==> src/rtl/booth_mult_seq_if.sv <==
// Handshake bundle for booth_mult_seq.
//   master: producer/consumer side (drives operands, mode and out_ready)
//   slave : multiplier side (drives in_ready, out_valid, out_product, busy)
// Signals:
//   in_valid/in_ready     operand handshake
//   in_signed             1 = two's complement operands, 0 = unsigned
//   in_q, in_m            multiplier, multiplicand (WIDTH bits)
//   out_valid/out_ready   product handshake
//   out_product           2*WIDTH-bit product
//   busy                  multiplier is computing or holding a result
interface booth_mult_seq_if #(
    parameter int unsigned WIDTH = 8
);
    logic                 in_valid;
    logic                 in_ready;
    logic                 in_signed;
    logic [WIDTH-1:0]     in_q;
    logic [WIDTH-1:0]     in_m;
    logic                 out_valid;
    logic                 out_ready;
    logic [2*WIDTH-1:0]   out_product;
    logic                 busy;

    modport master (
        output in_valid, in_signed, in_q, in_m, out_ready,
        input  in_ready, out_valid, out_product, busy
    );

    modport slave (
        input  in_valid, in_signed, in_q, in_m, out_ready,
        output in_ready, out_valid, out_product, busy
    );
endinterface

==> src/rtl/booth_mult_seq.sv <==
// Sequential radix-2 Booth multiplier, one Booth step per clock.
// A WIDTH-bit multiply takes WIDTH+1 steps on WIDTH+1-bit extended operands,
// so signed and unsigned modes share one datapath.
// Ports:
//   clk    rising-edge clock
//   rst_n  asynchronous active-low reset
//   bus    booth_mult_seq_if slave modport (operand/product handshakes, busy)
module booth_mult_seq #(
    parameter int unsigned WIDTH = 8
) (
    input logic             clk,
    input logic             rst_n,
    booth_mult_seq_if.slave bus
);

    localparam int unsigned CntW = $clog2(WIDTH + 2);

    typedef enum logic [1:0] {StIdle, StCalc, StDone} state_e;

    state_e               state_q, state_d;
    logic [WIDTH+1:0]     a_q, a_d;      // accumulator, one guard bit beyond M
    logic [WIDTH:0]       qr_q, qr_d;    // extended multiplier
    logic [WIDTH:0]       m_q, m_d;      // extended multiplicand
    logic                 q1_q, q1_d;
    logic [CntW-1:0]      cnt_q, cnt_d;
    logic [2*WIDTH-1:0]   prod_q, prod_d;

    logic [WIDTH+1:0]     m_ext;
    logic [WIDTH+1:0]     a_sum;
    logic [WIDTH+1:0]     a_shift;
    logic [WIDTH:0]       qr_shift;

    // One Booth step: add/subtract M, then arithmetic shift of {A, Q, q_1}.
    always_comb begin
        m_ext = {m_q[WIDTH], m_q};
        unique case ({qr_q[0], q1_q})
            2'b01:   a_sum = a_q + m_ext;
            2'b10:   a_sum = a_q - m_ext;
            default: a_sum = a_q;
        endcase
        a_shift  = {a_sum[WIDTH+1], a_sum[WIDTH+1:1]};
        qr_shift = {a_sum[0], qr_q[WIDTH:1]};
    end

    always_comb begin
        state_d = state_q;
        a_d     = a_q;
        qr_d    = qr_q;
        m_d     = m_q;
        q1_d    = q1_q;
        cnt_d   = cnt_q;
        prod_d  = prod_q;
        unique case (state_q)
            StIdle: begin
                if (bus.in_valid) begin
                    m_d     = bus.in_signed ? {bus.in_m[WIDTH-1], bus.in_m} : {1'b0, bus.in_m};
                    qr_d    = bus.in_signed ? {bus.in_q[WIDTH-1], bus.in_q} : {1'b0, bus.in_q};
                    a_d     = '0;
                    q1_d    = 1'b0;
                    cnt_d   = '0;
                    state_d = StCalc;
                end
            end
            StCalc: begin
                a_d   = a_shift;
                qr_d  = qr_shift;
                q1_d  = qr_q[0];
                cnt_d = cnt_q + 1'b1;
                // Last of the WIDTH+1 steps: low 2*WIDTH bits of {A, Q} are the product.
                if (cnt_q == CntW'(WIDTH)) begin
                    prod_d  = {a_shift[WIDTH-2:0], qr_shift};
                    state_d = StDone;
                end
            end
            StDone: begin
                if (bus.out_ready) begin
                    state_d = StIdle;
                end
            end
            default: state_d = StIdle;
        endcase
    end

    always_ff @(posedge clk or negedge rst_n) begin
        if (!rst_n) begin
            state_q <= StIdle;
            a_q     <= '0;
            qr_q    <= '0;
            m_q     <= '0;
            q1_q    <= 1'b0;
            cnt_q   <= '0;
            prod_q  <= '0;
        end else begin
            state_q <= state_d;
            a_q     <= a_d;
            qr_q    <= qr_d;
            m_q     <= m_d;
            q1_q    <= q1_d;
            cnt_q   <= cnt_d;
            prod_q  <= prod_d;
        end
    end

    assign bus.in_ready    = (state_q == StIdle);
    assign bus.out_valid   = (state_q == StDone);
    assign bus.busy        = (state_q != StIdle);
    assign bus.out_product = prod_q;

endmodule
==> src/flat_wrapper.sv <==
// flat-port wrapper written by rule: the top's interface ports become plain ports
module booth_mult_seq_flat 
#(
    parameter int unsigned WIDTH = 8
)
  (clk, rst_n, bus_in_valid, bus_in_signed, bus_in_q, bus_in_m, bus_out_ready, bus_in_ready, bus_out_valid, bus_out_product, bus_busy);
  booth_mult_seq_if #(.WIDTH(WIDTH)) bus_i ();
  input logic clk;
  input logic rst_n;
  input wire logic [$bits(bus_i.in_valid)-1:0] bus_in_valid;
  input wire logic [$bits(bus_i.in_signed)-1:0] bus_in_signed;
  input wire logic [$bits(bus_i.in_q)-1:0] bus_in_q;
  input wire logic [$bits(bus_i.in_m)-1:0] bus_in_m;
  input wire logic [$bits(bus_i.out_ready)-1:0] bus_out_ready;
  output wire logic [$bits(bus_i.in_ready)-1:0] bus_in_ready;
  output wire logic [$bits(bus_i.out_valid)-1:0] bus_out_valid;
  output wire logic [$bits(bus_i.out_product)-1:0] bus_out_product;
  output wire logic [$bits(bus_i.busy)-1:0] bus_busy;
  assign bus_i.in_valid = bus_in_valid;
  assign bus_i.in_signed = bus_in_signed;
  assign bus_i.in_q = bus_in_q;
  assign bus_i.in_m = bus_in_m;
  assign bus_i.out_ready = bus_out_ready;
  assign bus_in_ready = bus_i.in_ready;
  assign bus_out_valid = bus_i.out_valid;
  assign bus_out_product = bus_i.out_product;
  assign bus_busy = bus_i.busy;
  booth_mult_seq #(.WIDTH(WIDTH)) u_core (.clk(clk), .rst_n(rst_n), .bus(bus_i));
endmodule
==> config.mk <==
export PLATFORM = sky130hd
export DESIGN_NAME = booth_mult_seq_flat
export DESIGN_NICKNAME = d
export VERILOG_FILES = /design/src/rtl/booth_mult_seq_if.sv /design/src/rtl/booth_mult_seq.sv /design/src/flat_wrapper.sv
export SDC_FILE = /design/constraint.sdc
export NUM_CORES = 1
export LEC_CHECK = 0
export ABC_CLOCK_PERIOD_IN_PS = 3470
export CAP_MARGIN = 20
export CORE_MARGIN = 1.5
export CORE_UTILIZATION = 30
export DETAILED_ROUTE_END_ITERATION = 16
export SYNTH_ARGS = -nofsm -noshare
export SYNTH_HDL_FRONTEND = slang
export SYNTH_SLANG_ARGS = --single-unit
==> constraint.sdc <==
create_clock -name clk -period 3.47 [get_ports clk]
set_clock_uncertainty 0.1 [all_clocks]
set_input_delay 0.347 -clock clk [delete_from_list [all_inputs] [get_ports clk]]
set_output_delay 0.347 -clock clk [all_outputs]
set_load 0.02 [all_outputs]
==> results of run 1 <==
==> cells in the final DEF, fill, tap and decap left out, types with 2 or more instances in the layout <==
master and instances:
xnor2_1 12, ha_1 13, nand2b_1 4, nor3_1 5, o21ai_0 21, a21oi_1 16
clkdlybuf4s50_1 38, o31ai_1 2, a211oi_1 2, nor2_1 19, o211ai_1 2, dfrtp_1 50
o21ai_2 2, xor2_1 4, inv_1 10, mux2_2 8, clkbuf_8 5, o211ai_2 2
o21ai_1 3, nand3_1 6, and3b_1 2, buf_4 3, nand2_1 56, mux2i_1 12
nor2b_1 3, a22o_1 2
==> cell families after synthesis <==
kind of cell	synth area share, %
buffers and inverters	3.088
AO/OA/AOI/OAI	14.69
XOR/XNOR	5.241
AND/OR/NAND/NOR	15.49
adder cells (fa/ha/maj)	6.832
multiplexers	7.862
flip-flops	46.79
==> power by group <==
part | switching (W) | leakage (nW) | internal, W
Combinational | 0.00132 | 0.808 | 0.00110
Sequential | 0.000238 | 0.621 | 0.000865
Clock | 0.000203 | 0.0585 | 0.000216
==> flip-flops by register name (all words and copies together), names as in the netlist <==
name / flops
u_core.a_q: 9
u_core.bus.out_product: 16
u_core.cnt_q: 4
u_core.m_q: 9
u_core.q1_q: 1
u_core.qr_q: 9
u_core.state_q: 2
==> per-stage QoR <==
stage / util (%) / hold WS, ns / total power, W / area [sq um]
finish: 37.85 / 0.02533 / 0.003942 / 3284
global route: 37.85 / 0.07272 / 0.004294 / 3284
CTS: 37.85 / 0.04902 / 0.003986 / 3284
detailed placement: 36.55 / 0.3614 / 0.003542 / 3172
global placement: 36.55 / 0.3627 / 0.003483 / 3172
floorplan: - / -0.04859 / 0.002916 / 2674
==> cells in the mapped netlist, drive strengths merged <==
library cell,n,share of area [%]
nand2,56,7.9
dfrtp,50,47
o21ai,26,5.1
nor2,19,2.7
a21oi,17,3.3
ha,13,6.1
mux2i,12,4.5
xnor2,12,3.9
inv,10,1.4
mux2,8,3.4
buf,6,1.1
nand3,6,1.1
nor3,6,1.3
clkbuf,4,0.56
nand2b,4,0.94
o211ai,4,1.5
xor2,4,1.3
nor2b,3,0.70
a211oi,2,0.56
a21o,2,0.61
a22o,2,0.66
and3b,2,0.66
o31ai,2,0.56
a21boi,1,0.28
a221oi,1,0.56
a31oi,1,0.23
a32oi,1,0.33
and2,1,0.23
fa,1,0.75
o21bai,1,0.28
o221ai,1,0.33
o31a,1,0.33
==> worst max-delay path, cell delays in order, from the launching register on <==
cell and delay, ns:
dfrtp_1 0.39, inv_1 0.06, ha_1 0.38, mux2i_1 0.21, fa_1 0.50, a211oi_1 0.30
o21ai_1 0.15, o21ai_0 0.12, xnor2_1 0.14, nor2_1 0.07, o31ai_1 0.24
==> final timing paths <==
path	start	to	slack [ns]	cells past startpoint
worst max-delay path	u_core.q1_q$_DFFE_PN0P_	u_core.a_q[5]$_DFFE_PN0P_	0.72	10
worst min-delay path	rst_n	u_core.bus.out_product[2]$_DFFE_PN0P_	0.03	1
worst max register to register	u_core.q1_q$_DFFE_PN0P_	u_core.a_q[5]$_DFFE_PN0P_	0.72	10
worst min register to register	u_core.bus.out_product[3]$_DFFE_PN0P_	u_core.bus.out_product[3]$_DFFE_PN0P_	0.38	2
max in group asynchronous	rst_n	u_core.bus.out_product[12]$_DFFE_PN0P_	2.51	2
min in group clk	u_core.bus.out_product[3]$_DFFE_PN0P_	u_core.bus.out_product[3]$_DFFE_PN0P_	0.38	2
==> layer usage <==
layer / vias up / GRT usage, %
li1: 1032 / -
met1: 1003 / 17.41
met2: 48 / 20.83
met3: 5 / 2.230
met4: 0 / 2.967
met5: - / 0
==> area by class of cell <==
| type | instances | area (sq um) | area share (%) |
|---|---|---|---|
| Clock buffer | 5 | 68.82 | 2.095 |
| Clock inverter | 3 | 43.79 | 1.333 |
| Inverter | 10 | 37.54 | 1.143 |
| Multi-Input combinational cell | 209 | 1340 | 40.80 |
| Sequential cell | 50 | 1251 | 38.10 |
| Tap cell | 108 | 135.1 | 4.114 |
| Timing Repair Buffer | 42 | 407.9 | 12.42 |
==> results by group, run 1 <==
Status
  • Status: finished, final reports clean

Global route
  • Initial antenna violation count: 0
  • Vias in the first global route: 2,043
  • Largest net degree at the start of global routing: 36
  • Total GRT Usage: 12.67%
  • Total grt overflow: 0
  • Wire length of the first global-routing pass: 9.791 mm

Finish
  • Final nets: 353
  • Layout fillers: 922
  • Final Non-Filler Cells: 427
  • Share of cells above drive strength 1: 8.777%
  • Area growth syn-to-layout: 22.84%
  • Antenna fix cells: 0

Clock tree
  • Clock Tree Buf Depth: 2
  • H-tree depth: 2
  • Post_cts resized: 0
  • CTS Root Cell: clkbuf_8
  • CTS tree: built
  • TritonCTS buffer count: 5
  • Clk_lat worst skew: 0.31 ns
  • Clk slew on worst S/H paths: 0.10 ns
  • CTS Sinks: 50
  • Cts hold-fix bufs: 0
  • Post-CTS Setup Inserts: 0

STA
  • RSZ-0062 raised after global routing: false
  • Slew @ Worst Pin: 0.9996 ns
  • Max Slew Vio Count: 0
  • Fin crit period: 2.754 ns
  • Fin worst setup slack: 0.7159 ns
  • Final setup viols: 0
  • Final Hold Fails: 0
  • Slew margin rel.: 33.00%
  • FMAX: 0.3631 GHz
  • Period Utilization, post-route: 79.37%
  • Setup TNS: 0 ns

Power and ir drop
  • Static leakage: 1.487 nW
  • IR drop worst, VDD: 0.3890 mV
  • Power Density: 1200 nW/um^2

Logic synthesis
  • Register bit total from synthesis: 50
  • Yosys warns: 0
  • Synth Instances: 279
  • Syn Area/Cell: 9.584 sq um
  • Synth Net Count: 314
  • Synth cell types: 38
  • Netlist Area Pre-Place: 2674 sq um
  • Register area share after synthesis: 46.79%

Place
  • GPL Wtd Cong: 0.8199
  • PortBufs: 39
  • Cells after DPL: 419
  • Worst slack, placed: 0.7671 ns
  • Post-DP HPWL: 4.259 mm

Job
  • Maxcap violations: 0

Routing
  • M1 wire length: 2.802 mm
  • Via density: 4.890
  • Residual DRC: 0
  • Antenna Nets Post-Route: 0
  • Met3 Wirelength: 252 um
  • Drt pass-1 iters: 4
  • Initial DRC count: 67
  • DRT Wirelength: 5.901 mm
  • Vias: 2,088
  • Routed length per instance: 13.82 um
  • Highest metal used: met4
  • Met2 wire length: 2.810 mm

Worst hold path
  • Hold Crit Class: input port to asynchronous set/reset pin

Floorplan
  • Die Y-Extent: 97.41 um
  • Initial Utilization: 30.81%
  • Die ar.: 9488 sq um
  • Core area: 8678 sq um
  • Die W: 97.41 um
  • Num ports: 40
  • Row count: 34

Critical path
  • CP Launch Type: register
  • CP Data Required Time: 3.58 ns
  • Crit. End Element: register
  • Kind of critical path: register to register
  • CP Max Fanout: 9
  • Critical Path AT: 2.86 ns
No activity file was read; power rests on OpenSTA's default activity.
==> run 2, diff against run 1 <==
--- a/config.mk
+++ b/config.mk
@@ -5,7 +5,7 @@
 export SDC_FILE = /design/constraint.sdc
 export NUM_CORES = 1
 export LEC_CHECK = 0
-export ABC_CLOCK_PERIOD_IN_PS = 3470
+export ABC_CLOCK_PERIOD_IN_PS = 2810
 export CAP_MARGIN = 20
 export CORE_MARGIN = 1.5
 export CORE_UTILIZATION = 30
==> constraint.sdc (replaced) <==
create_clock -name clk -period 2.81 [get_ports clk]
set_clock_uncertainty 0.1 [all_clocks]
set_input_delay 0.281 -clock clk [delete_from_list [all_inputs] [get_ports clk]]
set_output_delay 0.281 -clock clk [all_outputs]
set_load 0.02 [all_outputs]
==> results by group, run 2 (same netlist as run 1, synthesis figures left out) <==
Clock tree
  • CTS Root Cell: clkbuf_8 (unchanged)
  • TritonCTS buffer count: 5 (unchanged)
  • Clk_lat worst skew: 0.30 ns (was 0.31 ns)
  • Clock Tree Buf Depth: 2 (unchanged)
  • Clk slew on worst S/H paths: 0.09 ns (was 0.10 ns)
  • CTS Sinks: 50 (unchanged)
  • CTS tree: built (unchanged)
  • H-tree depth: 2 (unchanged)

Floorplan
  • Row count: 34 (unchanged)
  • Num ports: 40 (unchanged)
  • Die W: 97.41 um (unchanged)
  • Die Y-Extent: 97.41 um (unchanged)
  • Core area: 8678 sq um (unchanged)
  • Die ar.: 9488 sq um (unchanged)
  • Initial Utilization: 30.81% (unchanged)

Power and ir drop
  • Power Density: 1494 nW/um^2 (was 1200 nW/um^2)
  • Static leakage: 1.529 nW (was 1.487 nW)
  • IR drop worst, VDD: 0.4558 mV (was 0.3890 mV)

Routing
  • Vias: 2,078 (was 2,088)
  • Routed length per instance: 13.37 um (was 13.82 um)
  • DRT Wirelength: 5.790 mm (was 5.901 mm)
  • Initial DRC count: 84 (was 67)
  • Antenna Nets Post-Route: 0 (unchanged)
  • Met2 wire length: 2.822 mm (was 2.810 mm)
  • Highest metal used: met4 (unchanged)
  • M1 wire length: 2.667 mm (was 2.802 mm)
  • Drt pass-1 iters: 4 (unchanged)
  • Met3 Wirelength: 243 um (was 252 um)
  • Residual DRC: 0 (unchanged)
  • Via density: 4.799 (was 4.890)

STA
  • Setup TNS: 0 ns (unchanged)
  • FMAX: 0.3906 GHz (was 0.3631 GHz)
  • Final setup viols: 0 (unchanged)
  • Slew @ Worst Pin: 0.6739 ns (was 0.9996 ns)
  • Period Utilization, post-route: 91.11% (was 79.37%)
  • Slew margin rel.: 54.96% (was 33.00%)
  • Min Hold Slack: 0.3139 ns (was 0.02533 ns)
  • Max Slew Vio Count: 0 (unchanged)
  • Fin crit period: 2.560 ns (was 2.754 ns)
  • Fin worst setup slack: 0.2499 ns (was 0.7159 ns)
  • Final Hold Fails: 0 (unchanged)
  • RSZ-0062 raised after global routing: false (unchanged)

Critical path
  • Crit. End Element: register (unchanged)
  • Delay-heaviest family, CP: compound AO/OA/AOI/OAI gates (was adder cells)
  • CP Launch Type: register (unchanged)
  • Buf+Inv Stages, Crit Path: 2 (was 1)
  • Critical Path AT: 2.66 ns (was 2.86 ns)
  • Kind of critical path: register to register (unchanged)
  • CP max stage delay: 0.43 ns (was 0.50 ns)
  • CP Data Required Time: 2.91 ns (was 3.58 ns)
  • CP Max Fanout: 5 (was 9)
  • Crit path cell chain: inv_1 > ha_1 > nor2_1 > xnor2_1 > ha_1 > a211oi_2 > o21ai_1 > buf_4 > a221oi_2 > xor2_1 > o21ai_1 (was inv_1 > ha_1 > mux2i_1 > fa_1 > a211oi_1 > o21ai_1 > o21ai_0 > xnor2_1 > nor2_1 > o31ai_1)
  • Slowest CP cell: dfrtp_1 (was fa_1)

Global route
  • Wire length of the first global-routing pass: 10.09 mm (was 9.791 mm)
  • Largest net degree at the start of global routing: 36 (unchanged)
  • Total grt overflow: 0 (unchanged)
  • Initial antenna violation count: 0 (unchanged)
  • Vias in the first global route: 2,108 (was 2,043)
  • Total GRT Usage: 12.99% (was 12.67%)

Status
  • Status: finished, final reports clean (unchanged)

Place
  • GPL Wtd Cong: 0.8286 (was 0.8199)
  • PortBufs: 39 (unchanged)
  • Post-DP HPWL: 4.242 mm (was 4.259 mm)
  • Worst slack, placed: 0.1936 ns (was 0.7671 ns)

Finish
  • Share of cells above drive strength 1: 10.77% (was 8.777%)
  • Layout fillers: 900 (was 922)
  • Commonest non-fill, non-tap cells in the layout: 56 x nand2_1, 50 x dfrtp_1, 38 x clkdlybuf4s50_1 (unchanged)
  • Area growth syn-to-layout: 25.92% (was 22.84%)
  • Commonest non-fill, non-tap cell in the layout: nand2_1 (unchanged)
  • Multi-input gate area: 1350 sq um (was 1340 sq um)
  • Antenna fix cells: 0 (unchanged)
  • Final nets: 359 (was 353)
  • Max reg flops: 16 (unchanged)
  • FF+latch area: 1251 sq um (unchanged)

Job
  • Maxcap violations: 0 (unchanged)

Worst hold path
  • Hold Crit Class: input port to asynchronous set/reset pin (unchanged)
run 2: report_power, final:
| group | internal [W] | switching, W | total (W) |
|---|---|---|---|
| Sequential | 0.00107 | 0.000289 | 0.00136 |
| Clock | 0.000357 | 0.000249 | 0.000606 |
| Combinational | 0.00143 | 0.00164 | 0.00307 |
| Total | 0.00285 | 0.00218 | 0.00503 |
run 2: path summary, 6_finish.rpt:
| kind | startpoint | end | slack, ns | depth (start not counted) |
|---|---|---|---|---|
| setup / recovery | u_core.m_q[0]$_DFFE_PN0P_ | u_core.a_q[7]$_DFFE_PN0P_ | 0.25 | 11 |
| hold / removal | rst_n | u_core.bus.out_product[2]$_DFFE_PN0P_ | 0.31 | 2 |
| min in group clk | u_core.bus.out_product[4]$_DFFE_PN0P_ | u_core.bus.out_product[4]$_DFFE_PN0P_ | 0.38 | 2 |
| setup reg to reg | u_core.m_q[0]$_DFFE_PN0P_ | u_core.a_q[7]$_DFFE_PN0P_ | 0.25 | 11 |
| max in group asynchronous | rst_n | u_core.a_q[8]$_DFFE_PN0P_ | 1.52 | 3 |
| hold reg to reg | u_core.bus.out_product[4]$_DFFE_PN0P_ | u_core.bus.out_product[4]$_DFFE_PN0P_ | 0.38 | 2 |
run 2: repair_timing:
item | CTS | global route
hold buffers | 1 | 0
setup buffers | 0 | 1
endpoints found under the hold margin | 15 | 0
gates resized for setup | 0 | 2
endpoints found under the setup margin | 0 | 2
run 2: cell type report:
cell class,instances,share of cell area (%)
Sequential cell,50,37.16
Clock buffer,5,2.044
Tap cell,108,4.013
Inverter,10,1.115
Clock inverter,3,2.044
Multi-Input combinational cell,209,40.10
Timing Repair Buffer,48,13.53
run 2: per-layer routing:
layer	track usage [%]	up-vias
met5	0	-
met4	3.187	0
met3	3.597	7
met2	21.37	37
met1	16.93	994
li1	-	1040
run 2: metrics by stage:
step / power, W / utilization [%] / instance area (sq um) / cells
floorplan: 0.003601 / - / 2674 / 279
global placement: 0.004323 / 36.89 / 3202 / 423
detailed placement: 0.004369 / 36.89 / 3202 / 423
CTS: 0.005009 / 38.60 / 3349 / 432
global route: 0.005528 / 38.80 / 3367 / 433
finish: 0.005029 / 38.80 / 3367 / 433
run 2: worst register-to-register path: cells and delay by family, from the launching register on:
family,cells,cell delay (ns)
flops,1,0.43
xor+xnor,2,0.31
simple gates,1,0.14
fa+ha+maj,2,0.56
buf+inv,2,0.21
compound gates,4,0.71
==> run 3, diff against run 2 <==
--- a/config.mk
+++ b/config.mk
@@ -10,6 +10,7 @@
 export CORE_MARGIN = 1.5
 export CORE_UTILIZATION = 30
 export DETAILED_ROUTE_END_ITERATION = 16
+export RECOVER_POWER = 25
 export SYNTH_ARGS = -nofsm -noshare
 export SYNTH_HDL_FRONTEND = slang
 export SYNTH_SLANG_ARGS = --single-unit
==> results by group, run 3 (same netlist as run 1, synthesis figures left out) <==
Critical path
  • CP Data Required Time: 2.91 ns (about the same)
  • CP Launch Type: register (unchanged)
  • Reg2reg setup slack: 0.25 ns (about the same)
  • Slowest CP cell: dfrtp_1 (unchanged)
  • Buf+Inv Stages, Crit Path: 2 (unchanged)
  • CP max stage delay: 0.43 ns (about the same)
  • Kind of critical path: register to register (unchanged)
  • Worst reg2reg startpoint: u_core.m_q[0]$_DFFE_PN0P_ (unchanged)
  • Worst reg2reg path depth: 11 (unchanged)
  • CP Max Fanout: 5 (unchanged)
  • Reg2Reg Capture Point: u_core.a_q[7]$_DFFE_PN0P_ (unchanged)
  • Crit. End Element: register (unchanged)
  • Critical Path AT: 2.66 ns (about the same)
  • Delay-heaviest family, CP: compound AO/OA/AOI/OAI gates (unchanged)
  • Crit path cell chain: inv_1 > ha_1 > nor2_1 > xnor2_1 > ha_1 > a211oi_2 > o21ai_1 > buf_4 > a221oi_2 > xor2_1 > o21ai_1 (unchanged)

Place
  • PortBufs: 39 (unchanged)
  • GPL Wtd Cong: 0.8286 (unchanged)
  • Post-DP HPWL: 4.242 mm (unchanged)

Routing
  • Highest metal used: met4 (unchanged)
  • Via density: 4.794 (was 4.799)
  • Drt pass-1 iters: 4 (unchanged)
  • Routed length per instance: 13.40 um (was 13.37 um)
  • Vias: 2,076 (was 2,078)
  • M1 wire length: 2.664 mm (was 2.667 mm)
  • Residual DRC: 0 (unchanged)
  • Antenna Nets Post-Route: 0 (unchanged)
  • Initial DRC count: 86 (was 84)
  • DRT Wirelength: 5.804 mm (was 5.790 mm)
  • Met2 wire length: 2.819 mm (was 2.822 mm)
  • Met3 Wirelength: 262 um (was 243 um)

STA
  • RSZ-0062 raised after global routing: false (unchanged)
  • Final setup viols: 0 (unchanged)
  • Slew margin rel.: 39.85% (was 54.96%)
  • Min Hold Slack: 0.3839 ns (was 0.3139 ns)
  • FMAX: 0.3906 GHz (about the same)
  • Period Utilization, post-route: 91.10% (was 91.11%)
  • Final Hold Fails: 0 (unchanged)
  • Slew @ Worst Pin: 0.9022 ns (was 0.6739 ns)
  • Setup TNS: 0 ns (unchanged)
  • Max Slew Vio Count: 0 (unchanged)
  • Fin crit period: 2.560 ns (about the same)

Status
  • Status: finished, final reports clean (unchanged)

Job
  • Maxcap violations: 0 (unchanged)

Floorplan
  • Row count: 34 (unchanged)
  • Core area: 8678 sq um (unchanged)
  • Die Y-Extent: 97.41 um (unchanged)
  • Die ar.: 9488 sq um (unchanged)
  • Initial Utilization: 30.81% (unchanged)
  • Die W: 97.41 um (unchanged)
  • Num ports: 40 (unchanged)

Finish
  • Layout Utilization: 38.70% (was 38.80%)
  • Layout fillers: 901 (was 900)
  • Antenna fix cells: 0 (unchanged)
  • Commonest non-fill, non-tap cell in the layout: nand2_1 (unchanged)
  • Area growth syn-to-layout: 25.60% (was 25.92%)
  • Commonest non-fill, non-tap cells in the layout: 56 x nand2_1, 50 x dfrtp_1, 38 x clkdlybuf4s50_1 (unchanged)
  • Final nets: 359 (unchanged)
  • Max reg flops: 16 (unchanged)
  • Share of cells above drive strength 1: 10.15% (was 10.77%)

Worst hold path
  • Hold Crit Start: u_core.bus.out_product[4]$_DFFE_PN0P_
  • Hold Path End: u_core.bus.out_product[4]$_DFFE_PN0P_
  • Hold Path Stages: 2
  • Hold Crit Class: register to register (was input port to asynchronous set/reset pin)

Clock tree
  • TritonCTS buffer count: 5 (unchanged)
  • Clock Tree Buf Depth: 2 (unchanged)
  • CTS Sinks: 50 (unchanged)
  • CTS Root Cell: clkbuf_8 (unchanged)
  • H-tree depth: 2 (unchanged)
  • Clk_lat worst skew: 0.30 ns (about the same)
  • CTS tree: built (unchanged)
  • Clk slew on worst S/H paths: 0.09 ns (about the same)

Power and ir drop
  • Static leakage: 1.523 nW (was 1.529 nW)
  • Power Density: 1497 nW/um^2 (was 1494 nW/um^2)
  • IR drop worst, VDD: 0.4540 mV (was 0.4558 mV)

Global route
  • Vias in the first global route: 2,108 (unchanged)
  • Wire length of the first global-routing pass: 10.09 mm (unchanged)
  • Total GRT Usage: 12.99% (unchanged)
  • Total grt overflow: 0 (unchanged)
  • Initial antenna violation count: 0 (unchanged)
  • Largest net degree at the start of global routing: 36 (unchanged)
run 3: worst register-to-register path, delay by kind of cell, from the launching register on:
family                     cells  cell delay [ns]
AOI/OAI and AO/OA              4             0.71
xor gates and xnor gates       2             0.31
buffers and inverters          2             0.21
DFF                            1             0.43
and+or+nand+nor                1             0.14
adders and majority gates      2             0.56
run 3: worst max path at each step:
stage,from,endpoint,slack [ns],cells after the start
after floorplan,u_core.q1_q$_DFFE_PN0P_,u_core.bus.out_product[14]$_DFFE_PN0P_,0.30,11
after global placement,u_core.m_q[0]$_DFFE_PN0P_,u_core.bus.out_product[14]$_DFFE_PN0P_,0.30,11
after detailed placement,u_core.m_q[0]$_DFFE_PN0P_,u_core.bus.out_product[14]$_DFFE_PN0P_,0.19,10
after CTS,u_core.m_q[0]$_DFFE_PN0P_,u_core.bus.out_product[14]$_DFFE_PN0P_,0.17,11
after global routing,u_core.q1_q$_DFFE_PN0P_,u_core.bus.out_product[14]$_DFFE_PN0P_,0.02,12
final,u_core.m_q[0]$_DFFE_PN0P_,u_core.a_q[7]$_DFFE_PN0P_,0.25,11
run 3: layout make-up:
class	count	area, sq um	area share, %
Multi-Input combinational cell	209	1345	40.05
Sequential cell	50	1251	37.26
Timing Repair Buffer	48	451.7	13.45
Tap cell	108	135.1	4.024
Clock buffer	5	68.82	2.049
Clock inverter	3	68.82	2.049
Inverter	10	37.54	1.118
run 3: per-stage QoR:
step / std cells / setup slack (ns) / power [W] / cell area, sq um
after global placement: 423 / 0.3029 / 0.004323 / 3202
after CTS: 432 / 0.1664 / 0.005009 / 3349
after floorplan: 279 / 0.2977 / 0.003601 / 2674
after detailed placement: 423 / 0.1936 / 0.004369 / 3202
final: 433 / 0.2500 / 0.005026 / 3358
after global routing: 433 / 0.01739 / 0.005523 / 3358
run 3: report_power, final:
part	switching, W	leakage, nW	internal [W]
logic	0.00164	0.834	0.00143
registers	0.000288	0.621	0.00107
clock network	0.000250	0.0683	0.000357
run 3: routing by layer:
layer | track usage, % | vias to the layer above
met5 | 0 | -
met4 | 3.187 | 0
met2 | 21.37 | 39
met1 | 16.93 | 990
li1 | - | 1040
met3 | 3.597 | 7
run 3: what timing repair did:
action	4_1_cts	5_1_grt
setup buffers	0	1
hold buffers	1	0
setup endpoints to repair	0	2
endpoints found under the hold margin	15	0
resized for setup	0	2
